File: config.mk
export PLATFORM = sky130hd
export DESIGN_NAME = llm_stage_fsm
export DESIGN_NICKNAME = d
export VERILOG_FILES = /design/src/rtl/llm_pkg.sv /design/src/rtl/llm_sat_timer.sv /design/src/rtl/llm_stage_fsm.sv
export SDC_FILE = /design/constraint.sdc
export NUM_CORES = 1
export LEC_CHECK = 0
export CORE_UTILIZATION = 52
export CTS_CLUSTER_SIZE = 12
export DETAILED_ROUTE_END_ITERATION = 10
export GPL_ROUTABILITY_DRIVEN = 1
export PLACE_DENSITY = 0.81
export SETUP_SLACK_MARGIN = 0.1
export SLEW_MARGIN = 20
export SYNTH_ARGS = -nofsm -noshare
export SYNTH_HDL_FRONTEND = slang
export SYNTH_SLANG_ARGS = --single-unit
File: constraint.sdc
create_clock -name clock -period 2.9 [get_ports clock]
set_input_delay 0.435 -clock clock [delete_from_list [all_inputs] [get_ports clock]]
set_output_delay 0.435 -clock clock [all_outputs]
set_load 0.05 [all_outputs]
File: src/rtl/llm_pkg.sv
// ---------------------------------------------------------------------------
// llm_pkg
// Shared types and constants for the intrusion-agent stage FSM.
//   state_e      : 4-bit state code (LAY_LOW=0, DECEPTION=1, ATTACK=2,
//                  FAIL=4, EXPANSION=5)
//   DCNT_W/MAX   : deception counter width and saturation value
//   stage_dwell(): minimum dwell timer value for attack stage k
// ---------------------------------------------------------------------------
package llm_pkg;

   typedef enum logic [3:0] {
      ST_LAY_LOW   = 4'd0,
      ST_DECEPTION = 4'd1,
      ST_ATTACK    = 4'd2,
      ST_FAIL      = 4'd4,
      ST_EXPANSION = 4'd5
   } state_e;

   localparam int          DCNT_W   = 4;
   localparam logic [3:0]  DCNT_MAX = 4'hF;

   // The last stage uses the shorter final dwell before EXPANSION.
   function automatic int stage_dwell(input logic [2:0] k,
                                      input int num_stages,
                                      input int stage_dw,
                                      input int final_dw);
      return (int'(k) == num_stages - 1) ? final_dw : stage_dw;
   endfunction

endpackage

File: src/rtl/llm_sat_timer.sv
// ---------------------------------------------------------------------------
// llm_sat_timer
// Saturating dwell timer. Load forces the count to 1; otherwise the count
// increments when enabled and sticks at all-ones instead of wrapping.
// Ports:
//   i_clk  : rising-edge clock
//   i_load : load 1 (has priority over increment)
//   i_inc  : increment enable
//   o_q    : current count
// ---------------------------------------------------------------------------
module llm_sat_timer #(
   parameter int TIMER_W = 6
) (
   input  logic               i_clk,
   input  logic               i_load,
   input  logic               i_inc,
   output logic [TIMER_W-1:0] o_q
);

   localparam logic [TIMER_W-1:0] TMAX = '1;

   logic [TIMER_W-1:0] r_q;

   always_ff @(posedge i_clk) begin
      if (i_load)
         r_q <= TIMER_W'(1);
      else if (i_inc && (r_q != TMAX))
         r_q <= r_q + 1'b1;
   end

   assign o_q = r_q;

endmodule

File: src/rtl/llm_stage_fsm.sv
// ---------------------------------------------------------------------------
// llm_stage_fsm
// Intrusion-agent FSM with NUM_STAGES attack stages, a deception window with
// a limited budget, and terminal FAIL / EXPANSION states. All outputs are
// registered; a transition is visible the cycle after its sampling edge.
// Ports:
//   clock, reset        : clock, synchronous active-high reset
//   green/red/yellow    : advance / threat / retreat (red > yellow > green)
//   attack              : thermometer of engaged stages
//   expansion_out       : high in EXPANSION
//   deception_out       : high in DECEPTION
//   fail_out            : high in FAIL
//   current_state       : 4-bit state code
//   stage_idx           : current / last attack stage
//   timer               : cycles in current state (starts at 1, saturates)
//   deception_count     : DECEPTION entries since reset (saturates at 15)
// Optional build macro:
//   LLM_EXPANSION_ABORT_EN : red in EXPANSION re-enters DECEPTION
// ---------------------------------------------------------------------------
module llm_stage_fsm
   import llm_pkg::*;
#(
   parameter int NUM_STAGES        = 2,
   parameter int TIMER_W           = 6,
   parameter int LAY_LOW_DWELL     = 20,
   parameter int STAGE_DWELL       = 20,
   parameter int FINAL_STAGE_DWELL = 10,
   parameter int DECEPTION_LEN     = 15,
   parameter int MAX_DECEPTIONS    = 3
) (
   input  logic                  clock,
   input  logic                  reset,
   input  logic                  green,
   input  logic                  red,
   input  logic                  yellow,
   output logic [NUM_STAGES-1:0] attack,
   output logic                  expansion_out,
   output logic                  deception_out,
   output logic                  fail_out,
   output logic [3:0]            current_state,
   output logic [2:0]            stage_idx,
   output logic [TIMER_W-1:0]    timer,
   output logic [3:0]            deception_count
);

   state_e                r_state;
   logic [2:0]            r_stage;
   logic [NUM_STAGES-1:0] r_attack;
   logic                  r_exp;
   logic                  r_dec;
   logic                  r_fail;
   logic [DCNT_W-1:0]     r_dcnt;

   logic [TIMER_W-1:0]    w_timer;
   logic [31:0]           w_t32;
   logic                  w_last;
   logic                  w_ll_ok;
   logic                  w_dwell_ok;
   logic                  w_dec_done;
   logic                  w_budget_out;
   logic [DCNT_W-1:0]     w_dcnt_inc;
   logic [NUM_STAGES-1:0] w_bit_cur;
   logic [NUM_STAGES-1:0] w_bit_nxt;
   logic                  w_change;
   logic                  w_tload;
   logic                  w_tinc;

   assign w_t32        = 32'(w_timer);
   assign w_last       = (32'(r_stage) == 32'(NUM_STAGES - 1));
   assign w_ll_ok      = (w_t32 >= 32'(LAY_LOW_DWELL));
   assign w_dwell_ok   = (w_t32 >= 32'(stage_dwell(r_stage, NUM_STAGES,
                                                   STAGE_DWELL, FINAL_STAGE_DWELL)));
   assign w_dec_done   = (w_t32 >= 32'(DECEPTION_LEN));
   assign w_budget_out = (32'(r_dcnt) >= 32'(MAX_DECEPTIONS));
   assign w_dcnt_inc   = (r_dcnt == DCNT_MAX) ? r_dcnt : r_dcnt + 1'b1;
   assign w_bit_cur    = NUM_STAGES'(1) << r_stage;
   assign w_bit_nxt    = NUM_STAGES'(1) << (r_stage + 3'd1);

   // Any state or stage change reloads the timer; this mirrors the
   // transition conditions of the state register below.
   always_comb begin
      w_change = 1'b0;
      case (r_state)
         ST_LAY_LOW:   w_change = red | (!yellow & green & w_ll_ok);
         ST_ATTACK:    w_change = red | yellow | (green & w_dwell_ok);
         ST_DECEPTION: w_change = w_dec_done;
         ST_FAIL:      w_change = 1'b0;
`ifdef LLM_EXPANSION_ABORT_EN
         ST_EXPANSION: w_change = red;
`else
         ST_EXPANSION: w_change = 1'b0;
`endif
         default:      w_change = 1'b1;
      endcase
   end

   assign w_tload = reset | w_change;
   // FAIL freezes the timer at the 1 it was loaded with on entry.
   assign w_tinc  = (r_state != ST_FAIL);

   llm_sat_timer #(.TIMER_W(TIMER_W)) u_timer (
      .i_clk  (clock),
      .i_load (w_tload),
      .i_inc  (w_tinc),
      .o_q    (w_timer)
   );

   always_ff @(posedge clock) begin
      if (reset) begin
         r_state  <= ST_LAY_LOW;
         r_stage  <= 3'd0;
         r_attack <= '0;
         r_exp    <= 1'b0;
         r_dec    <= 1'b0;
         r_fail   <= 1'b0;
         r_dcnt   <= '0;
      end else begin
         case (r_state)
            ST_LAY_LOW: begin
               if (red) begin
                  r_state <= ST_DECEPTION;
                  r_dec   <= 1'b1;
                  r_dcnt  <= w_dcnt_inc;
               end else if (!yellow && green && w_ll_ok) begin
                  r_state  <= ST_ATTACK;
                  r_stage  <= 3'd0;
                  r_attack <= NUM_STAGES'(1);
               end
            end

            ST_ATTACK: begin
               if (red) begin
                  // attack bits and stage index survive into DECEPTION
                  r_state <= ST_DECEPTION;
                  r_dec   <= 1'b1;
                  r_dcnt  <= w_dcnt_inc;
               end else if (yellow) begin
                  if (r_stage == 3'd0) begin
                     r_state  <= ST_LAY_LOW;
                     r_attack <= '0;
                  end else begin
                     r_attack <= r_attack & ~w_bit_cur;
                     r_stage  <= r_stage - 3'd1;
                  end
               end else if (green && w_dwell_ok) begin
                  if (!w_last) begin
                     r_stage  <= r_stage + 3'd1;
                     r_attack <= r_attack | w_bit_nxt;
                  end else begin
                     r_state <= ST_EXPANSION;
                     r_exp   <= 1'b1;
                  end
               end
            end

            ST_DECEPTION: begin
               // inputs are ignored until the window closes
               if (w_dec_done) begin
                  r_attack <= '0;
                  r_stage  <= 3'd0;
                  r_dec    <= 1'b0;
                  r_exp    <= 1'b0;
                  if (red || w_budget_out) begin
                     r_state <= ST_FAIL;
                     r_fail  <= 1'b1;
                  end else begin
                     r_state <= ST_LAY_LOW;
                  end
               end
            end

            ST_FAIL: begin
               r_attack <= '0;
               r_stage  <= 3'd0;
               r_exp    <= 1'b0;
               r_dec    <= 1'b0;
               r_fail   <= 1'b1;
            end

            ST_EXPANSION: begin
`ifdef LLM_EXPANSION_ABORT_EN
               if (red) begin
                  r_state <= ST_DECEPTION;
                  r_exp   <= 1'b0;
                  r_dec   <= 1'b1;
                  r_dcnt  <= w_dcnt_inc;
               end
`endif
            end

            default: begin
               // unreachable codes recover to reset values; budget is kept
               r_state  <= ST_LAY_LOW;
               r_stage  <= 3'd0;
               r_attack <= '0;
               r_exp    <= 1'b0;
               r_dec    <= 1'b0;
               r_fail   <= 1'b0;
            end
         endcase
      end
   end

   assign attack          = r_attack;
   assign expansion_out   = r_exp;
   assign deception_out   = r_dec;
   assign fail_out        = r_fail;
   assign current_state   = r_state;
   assign stage_idx       = r_stage;
   assign timer           = w_timer;
   assign deception_count = r_dcnt;

endmodule

==> out/results.tsv <==
metric	value	unit
CTS tree	yes	
effective utilization at floorplan	54.42	%
Routed WL	3679	um
Slew Viols, Final	0	
Worst Setup SP	stage_idx[1]	
period utilization	89.85	%
TritonCTS Buffers	3	
Synth-to-Final Area Change	19.60	%
GRT Residual Overflow	0	
Synth Register Bits	21	
Max Cap Viol	0	
Syn Inst Count	180	
Syn Nets	195	
ANT cells	0	
Die ar.	0.003079	mm2
top cell type's share of synthesized area	28.26	%
fill count	237	
r2r setup slk	0.29	ns
Hold Path Stages	2	
Iteration-0 DRC Markers	47	
worst reg2reg path depth	9	
Worst-Skew Late Latency	0.31	ns
status	finished clean	
Synth area leaders	dfxtp_1, ha_1, xor2_1	
Post-synth top flop	dfxtp_1	
leak pwr	0.6856	nW
Final Hold Slack	0.4992	ns
final RePlAce weighted congestion	0.8565	
IO buf count	25	
DRT Pass-1 Iters	4	
setup tns final	0	ns
worst slack, placed	0.3232	ns
shortest period the worst path allows	2.606	ns
Final WS setup	0.2943	ns
Critical Path Start Type	flop	
WL/cell	15.79	um
vias per cell	6.339	
initial antenna violation count	0	
Netlist cell types	54	
Worst Tran Pin Value	0.6051	ns
CP Max Fanout	6	
overall die height	55.49	um
post-synthesis area per instance	8.265	um2
post-synthesis cell area	0.001488	mm2
FF+latch area	420.4	um2
Peak VDD IR	580.1	uV
Detailed Place HPWL	2714	um
DRC viols	0	
RSZ-0062 raised after global routing	false	
final setup violation count	0	
via count	1477	
Worst-path clk slew	0.12	ns
sequential cell area fraction in the yosys report	28.26	%
worst path required time	3.11	ns
crit end category	flop	
leading cell types in the layout, fill and taps excluded	clkdlybuf4s50_1, dfxtp_1, nor3_1, inv_1	
Hold Crit Class	flop to flop	
worst reg2reg startpoint	stage_idx[1]	
layout cell share with drive strength beyond 1	9.901	%
core area	0.002734	mm2
Synth area leader	dfxtp_1	
worst clock skew	0.001263	ns
final hold vios	0	
Synth async-reset ratio	0	%
first-pass GRT wire length	6285	um
vias in the first global route	1459	
Worst EP arrival	2.81	ns
Setup CP Type	flop to flop	
gr usage total	25.16	%
pin count of the biggest net entering global routing	17	
CTS Hold Bufs	0	
reg2reg end	u_timer.o_q[0]	
CTS root buffer	clkbuf_4	
# rows	19	
f_max	383.8	MHz
Final Core Density	65.08	%
I/O Pins	27	
ANT nets after route	0	
Worst Setup EP	u_timer.o_q[0]	
Cell Pwr Density	786.9	mW/mm2
setup bufs post-CTS	0	
Max clock buf depth	2	
post-layout net count	218	
commonest non-fill, non-tap cell in the layout	clkdlybuf4s50_1	
Max transition margin	59.66	%
Sink Count	21	
Final Power	1.400	mW
die width	55.49	um
Post-synth EDFFs	0	
CTS H-tree lvls	1	
multi-input logic area	964.7	um2
Ys Warns	0	
post-cts gate resize count	0	
-- worst max-delay path, cell delays in order, from the launching register on --
cell      delay (ns)
dfxtp_1         0.41
inv_1           0.11
ha_1            0.22
nand2b_4        0.12
inv_4           0.06
ha_1            0.31
a211oi_1        0.46
o22ai_2         0.16
o211a_4         0.28
or3_1           0.37
-- stage by stage --
step / cells / area [um2]
6_report: 233 / 1779
5_1_grt: 233 / 1779
4_1_cts: 233 / 1779
3_5_place_dp: 229 / 1752
3_3_place_gp: 229 / 1752
2_1_floorplan: 180 / 1488
-- routing by layer --
metal | global-route usage [%] | up-vias | wire length [um]
met1 | 32.65 | 679 | 1577
met5 | 0 | - | 0
met3 | 3.044 | 12 | 270
met4 | 12.50 | 0 | 76
met2 | 41.14 | 80 | 1754
li1 | - | 706 | -
-- layout make-up --
cell class / instances / area share (%)
clock buffer: 3 / 1.266
multi-input combinational: 136 / 54.22
inverter: 12 / 2.672
sequential: 21 / 23.63
tap: 31 / 2.180
clock inverter: 1 / 0.2813
timing repair buffer: 29 / 15.75
-- report_power, final --
group          switching (mW)  internal, mW  total [mW]  leakage (nW)
clock                  0.0950        0.0516       0.147        0.0177
combinational           0.549         0.280       0.829         0.497
sequential             0.0747         0.350       0.424         0.171
total                   0.718         0.682        1.40         0.686
-- kinds of logic after synthesis --
group	synth area share, %
simple gates	23.72
compound gates	24.39
buf+inv	6.897
flops	28.26
fa+ha+maj	8.410
xor+xnor	5.888
mux	2.187
other cells	0.2521
-- registers in the layout, summed over array words and instances (netlist names) --
register and count:
u_timer.o_q 6, deception_count 4, current_state 3, stage_idx 3, attack 2, deception_out 1, expansion_out 1, fail_out 1
-- cells in the mapped netlist (all sizes together), types with 3 or more instances --
library cell and number:
a211oi 3, a21oi 10, a31oi 4, and3 3, buf 5, clkbuf 6, dfxtp 21, ha 10
inv 12, nand2 10, nand2b 5, nand3 7, nand4 4, nor2 10, nor3 13, nor4 3
o211ai 3, o21ai 6, o31ai 3, or3 3, xor2 8
-- worst min-delay path by stage --
stage | endpoint | slack, ns | from
global route | attack[0] | 0.52 | attack[0]
CTS | attack[0] | 0.49 | attack[0]
finish | attack[0] | 0.50 | attack[0]
detailed placement | attack[0] | 0.47 | attack[0]
global placement | attack[0] | 0.46 | attack[0]
floorplan | current_state[2] | 0.69 | red
No activity file was read; power rests on OpenSTA's default activity.
